[config.mk]
export PLATFORM = sky130hd
export DESIGN_NAME = pipe_ctrl
export DESIGN_NICKNAME = d
export VERILOG_FILES = /design/src/rtl/pipe_ctrl.sv
export SDC_FILE = /design/constraint.sdc
export NUM_CORES = 1
export LEC_CHECK = 0
export ABC_AREA = 1
export CAP_MARGIN = 25
export CORE_ASPECT_RATIO = 1.5
export CORE_MARGIN = 1.5
export CORE_UTILIZATION = 50
export CTS_BUF_LIST = sky130_fd_sc_hd__clkbuf_8
export DETAILED_ROUTE_END_ITERATION = 8
export PLACE_DENSITY_LB_ADDON = 0.2
export SETUP_SLACK_MARGIN = 0.2
export SLEW_MARGIN = 20
export SYNTH_ARGS = -nofsm -noshare
export SYNTH_HDL_FRONTEND = slang
export SYNTH_SLANG_ARGS = --single-unit
[constraint.sdc]
create_clock -name clk -period 2.35 [get_ports clk]
set_clock_uncertainty 0.2 [all_clocks]
set_input_delay 0.235 -clock clk [delete_from_list [all_inputs] [get_ports clk]]
set_output_delay 0.235 -clock clk [all_outputs]
set_load 0.01 [all_outputs]
[src/rtl/pipe_ctrl.sv]
// Pipeline controller: merges stage stall requests into a stall vector, sequences
// exception/ERET flushes with a PC redirect, and watches for over-long stalls.
module pipe_ctrl #(
    parameter logic [31:0] EXC_VECTOR    = 32'h0000_0020,
    parameter int          FLUSH_CYCLES  = 1,
    parameter int          STALL_TIMEOUT = 255,
    parameter int          CNT_W         = 8
) (
    input  logic        clk,
    input  logic        rst,
    input  logic        stallreq_id,
    input  logic        stallreq_ex,
    input  logic        stallreq_mem,
    input  logic [31:0] excepttype_i,
    input  logic [31:0] cp0_epc_i,
    input  logic        clr_timeout,
    output logic [5:0]  stall,
    output logic        flush,
    output logic [31:0] new_pc,
    output logic        stall_timeout
);

    localparam logic [31:0]      ERET_CODE  = 32'h0000_000e;
    localparam logic [31:0]      FLUSH_LOAD = 32'(FLUSH_CYCLES - 1);
    localparam logic [CNT_W-1:0] WD_LIMIT   = CNT_W'(STALL_TIMEOUT);

    typedef enum logic {RUN, FLUSH} state_t;

    state_t           state;
    logic [31:0]      flush_cnt;
    logic [31:0]      pc_q;
    logic [CNT_W-1:0] wd_cnt;
    logic             exc_take;
    logic [31:0]      exc_pc;

    // Outputs are combinational so an exception flushes in the cycle it appears;
    // reset forces them quiet even while an exception code is present.
    always_comb begin
        exc_take = (state == RUN) && (excepttype_i != 32'h0);
        exc_pc   = (excepttype_i == ERET_CODE) ? cp0_epc_i : EXC_VECTOR;
        stall    = 6'b000000;
        flush    = 1'b0;
        new_pc   = pc_q;
        if (!rst) begin
            new_pc = 32'h0;
        end else if (state == FLUSH) begin
            flush = 1'b1;
        end else if (exc_take) begin
            flush  = 1'b1;
            new_pc = exc_pc;
        end else if (stallreq_mem) begin
            stall = 6'b011111;
        end else if (stallreq_ex) begin
            stall = 6'b001111;
        end else if (stallreq_id) begin
            stall = 6'b000111;
        end
    end

    always_ff @(posedge clk or negedge rst) begin
        if (!rst) begin
            state         <= RUN;
            flush_cnt     <= 32'h0;
            pc_q          <= 32'h0;
            wd_cnt        <= '0;
            stall_timeout <= 1'b0;
        end else begin
            case (state)
                RUN: begin
                    if (exc_take) begin
                        pc_q <= exc_pc;
                        if (FLUSH_CYCLES > 1) begin
                            state     <= FLUSH;
                            flush_cnt <= FLUSH_LOAD;
                        end
                    end
                end
                FLUSH: begin
                    flush_cnt <= flush_cnt - 32'h1;
                    if (flush_cnt == 32'h1) begin
                        state <= RUN;
                    end
                end
                default: state <= RUN;
            endcase

            // Watchdog counts consecutive stalled cycles; any unstalled cycle restarts it.
            if (stall != 6'b000000) begin
                if (wd_cnt != {CNT_W{1'b1}}) begin
                    wd_cnt <= wd_cnt + CNT_W'(1);
                end
            end else begin
                wd_cnt <= '0;
            end

            if (wd_cnt >= WD_LIMIT) begin
                stall_timeout <= 1'b1;
            end else if (clr_timeout) begin
                stall_timeout <= 1'b0;
            end
        end
    end

endmodule

* Word level (Yosys, flattened, before mapping) *
Cells that the tools add are included.

storage, ports and cells
  bits of input ports = 70
  logic and storage cells = 36
  output and inout bits = 40
  register bits = 74

operators by class
  bitwise gates (word level) = 1
  $lt $le $gt $ge = 1
  mux-type cells = 19
  reduce and logical (&&, ||, !) cells = 4
  $add $sub $neg = 2
  equal/unequal tests = 4

operator list
  cell                                                                  number
  32-bit 2-to-1 mux                                                     4
  32-bit by 1-bit == test with 1-bit output, second input constant      1
  32-bit by 4-bit == test with 1-bit output, second input constant      1
  32-bit nonzero test                                                   1
  32-bit by 1-bit subtractor with 32-bit output, second input constant  1
  8-bit 2-to-1 mux                                                      2
  5-bit 2-to-1 mux                                                      3
  8-bit by 1-bit adder with 8-bit output, second input constant         1
  8-bit >= comparator, second input constant                            1
  8-bit != test, second input constant                                  1
  1-bit 2-to-1 mux                                                      7
  6-bit 2-to-1 mux                                                      1
  6-bit nonzero test                                                    1
  4-bit 2-to-1 mux                                                      1
  3-bit 2-to-1 mux                                                      1
  2-bit by 1-bit != test with 1-bit output, second input constant       1
  2-bit nonzero test                                                    1
  1-bit logical AND                                                     1
  1-bit inverter                                                        1

* Depth between registers and ports, before layout *
  depth in word-level cells = 8
  mapped depth = 14
  gate-level depth less buffers = 14

* Worst setup path after synthesis *
No wires, ideal clock.

  path type = input to output
  from = input port excepttype_i[31]
  to = output port stall[1]
  arrival time = 1312 ps
  stages on the path = 8
  path buffers = 1
  data required time = 1915 ps
  setup slack = 603 ps
  cells stage by stage = nor2_1 > nand2_1 > nor2_1 > nand2_1 > nor3_1 > nand2_2 > inv_1 > buf_4

between the ends
  longest elaborated chain between the ends = 5

ends and longest elaborated chain
  item                 line  RTL
  from (decl)          14    input logic [31:0] excepttype_i,
  32-bit nonzero test  39    exc_take = (state == RUN) && (excepttype_i != 32'h0);
  1-bit logical AND    39
  5-bit 2-to-1 mux     48    end else if (exc_take) begin
  5-bit 2-to-1 mux     46    end else if (state == FLUSH) begin
  6-bit 2-to-1 mux     44    if (!rst) begin
  to (decl)            17    output logic [5:0] stall,

No other way between the ends.

* Worst setup path after layout *
  from = input port excepttype_i[18]
  to = output port new_pc[21]

between the ends
  longest elaborated chain between the ends = 5
  elaborated cells on any way between the ends = 7
  classes of those cells = eq/ne: 1; mux: 4; reduce/logical: 2

ends and longest elaborated chain
  item                                                                              line    RTL
  32-bit by 4-bit == test with 1-bit output or 32-bit nonzero test (tied branches)  40, 39
  32-bit 2-to-1 mux or 1-bit logical AND (tied branches)                            40, 39
  32-bit 2-to-1 mux (*)                                                             48
  32-bit 2-to-1 mux (*)                                                             --
  32-bit 2-to-1 mux (*)                                                             44
  to (decl)                                                                         19      output logic [31:0] new_pc,

Every way passes the cells marked *; elsewhere a longest branch is shown, timed or not.

==> metrics <==
CTS tree=done; met2 Use GR=0.485; core region area=7710 sq um; GR peak layer=met2; adder-cell share of the synthesized area=0.00938; Max Freq=462 MHz; Die Wd=76.1 um; status=complete, no violations; syn_nets=626; P&R area growth vs syn=46.1%; Multi-input gate area=1990 sq um; post-route ant nets=0; CTS H-tree depth=3; via count=4038; Clock Path Buffers=2; Die H=113 um; cts bufs inserted=9; Pleak=0.00337 uW; pre-CTS WS=-0.426 ns; top post-synthesis cells by area=dfrtp_1, nand2_1, nor2_1; Max VDD drop=0.341 mV; Pwr per Cell Area=443 nW/um^2; Post-Synth XOR/XNOR Area=0.0525; Initial Utilization=0.519; Worst Path Arrival=1.73 ns; Ant. Diodes=0; crit path kind=in2out; drt pass-1 iters=4; part of the cycle the worst path needs=0.921; vias in the first global route=4103; RSZ-0062 raised after global routing=true; Worst EP required=1.91 ns; Remaining DRCs=0; min cycle time layout=2.17 ns; Synth Warn #=0; Hold Path Class=in2reg; share of the synthesized area in the top cell type=0.463; Routed WL=11.3 mm; Setup Viol. Count Final=0; Seq/Total Area, Yosys=0.463; worst hold slack=0.241 ns; max-cap check violation count=0; largest family of logic cells by synthesized area=simple AND/OR/NAND/NOR gates; met1 Usage GRT=0.287; Die ar.=8560 sq um; post-synthesis cell area=4000 sq um; Post-layout nets=781; met3 Use GR=0.0585; Final Hold Fails=0; Via density=4.96; initial antenna violation count=0; #FFs+latches synth=74; num ports=110; Final Max Tran Viols=0; Post-Synthesis Cells=553; utilization after layout=0.758; Final Instance Area=5850 sq um; share of post-route cells with drive strength above 1=0.272; GR Overflow Total=0; placed cell area=5390 sq um; top-count cell post-synth=nand2_1; main flop type after synthesis=dfrtp_1; # fillers=557; initial DRC count=181; # clock sinks=74; DPL Wire Length=7.30 mm; Synth Area in Compound Gates=0.0569; clock slew at reported path FFs=0.08 ns; Root Buffer=clkbuf_8; asr flop ratio synth=1.00; EDFF count, synth=0; CP Max Fanout=11; I/O Buffers=108; average size of a mapped cell=7.24 sq um; Unique masters post-synth=27; final worst slack=0.185 ns; Critical Path Sink Type=output pin; GPL Wtd Cong=0.865; Setup crit start kind=input port; mux cell area share after synthesis=0; top cells by count, synth=nand2_1, nor2_1, inv_1; average wire per standard cell=13.9 um; worst skew pair latency=0.36 ns; leading area contributor after synthesis=dfrtp_1; global-route wire length before repair=17.9 mm; site row count=39; Register Area=1850 sq um; Total GRT Usage=0.260; pin count of the biggest net entering global routing=75; worst reg2reg setup slack=0.36 ns; Synth Area in Simple Gates=0.321
flip-flops by register name (all words and copies together), names as in the netlist:
signal,flops
flush_cnt,32
state,1
pc_q,32
stall_timeout,1
wd_cnt,8
repair_timing:
| action | in CTS | in global routing |
|---|---|---|
| hold endpoints to repair | 0 | 36 |
| gates resized for setup | 243 | 64 |
| cloned | 2 | 3 |
| pin swaps | 11 | 40 |
| setup endpoints to repair | 38 | 36 |
| hold buffers | 0 | 1 |
| buffers inserted | 7 | 8 |
final timing paths:
check	from	endpoint	cells past startpoint
min	clr_timeout	stall_timeout$_DFFE_PN0P_	2
max reg2reg	flush_cnt[0]$_DFFE_PN0P_	flush_cnt[18]$_DFFE_PN0P_	11
min reg2reg	pc_q[24]$_DFF_PN0_	pc_q[24]$_DFF_PN0_	2
max	excepttype_i[18]	new_pc[21]	12
max in group asynchronous	rst	flush_cnt[22]$_DFFE_PN0P_	4
min in group asynchronous	rst	pc_q[8]$_DFF_PN0_	3
through the flow:
stage / std cells / TNS (ns) / total power (uW)
5_1_grt: 814 / 0 / 2670
3_3_place_gp: 777 / -12.30 / 1490
3_5_place_dp: 777 / -13.08 / 1490
4_1_cts: 801 / 0 / 2590
2_1_floorplan: 553 / 0 / 1330
6_report: 814 / 0 / 2590
critical path, stage by stage:
cell and delay [ns]:
clkdlybuf4s15_1 0.16, nor2_1 0.09, nand2_1 0.06, nor2_1 0.11
nand2_2 0.13, inv_2 0.11, nand2_4 0.12, buf_12 0.18
nor2_1 0.13, nand2_1 0.10, a21oi_1 0.13, buf_2 0.16
cells by family (layout without fill, tap and decap cells):
kind of cell    Yosys count  after routing
xor+xnor                 24             24
simple gates            310            310
fa+ha+maj                 3              3
flops                    74             74
compound gates           44             44
buf+inv                  97            256
other cells               1              1
layer usage:
metal  share of wire  up-vias
li1                -     1993
met4           0.032        0
met3           0.052       31
met5               0        -
met2            0.54      131
met1            0.38     1883
layout make-up:
| cell class | count | area share |
|---|---|---|
| clock buffers | 11 | 0.0259 |
| multi-input cells | 382 | 0.340 |
| inverters | 82 | 0.0531 |
| clock inverters | 4 | 0.0128 |
| repair buffers | 159 | 0.229 |
| well taps | 102 | 0.0218 |
| flip-flops and latches | 74 | 0.317 |
report_power, final:
group          switching [uW]  internal [uW]  total, uW  leakage, uW
clock                     486            650       1140     0.000108
sequential        0.000000108           1270       1270      0.00103
combinational            83.5           97.8        181      0.00223
total                     570           2020       2590      0.00337
layout by cell type (no fill, tap or decap), types with 10 or more instances in the layout:
cell / netlist / layout
nand3_1: 18 / 17
xor2_1: 15 / 15
nand2_1: 159 / 143
nor2_1: 100 / 86
a21oi_1: 35 / 16
clkdlybuf4s15_1: 0 / 11
nand2_4: 1 / 10
buf_2: 9 / 34
nor2_2: 1 / 12
dfrtp_1: 74 / 73
clkdlybuf4s50_1: 0 / 37
clkbuf_8: 0 / 11
clkbuf_2: 0 / 22
a21oi_2: 0 / 19
buf_4: 3 / 38
nand2_2: 4 / 11
inv_1: 80 / 75
Power figures use the tool's default switching activity.
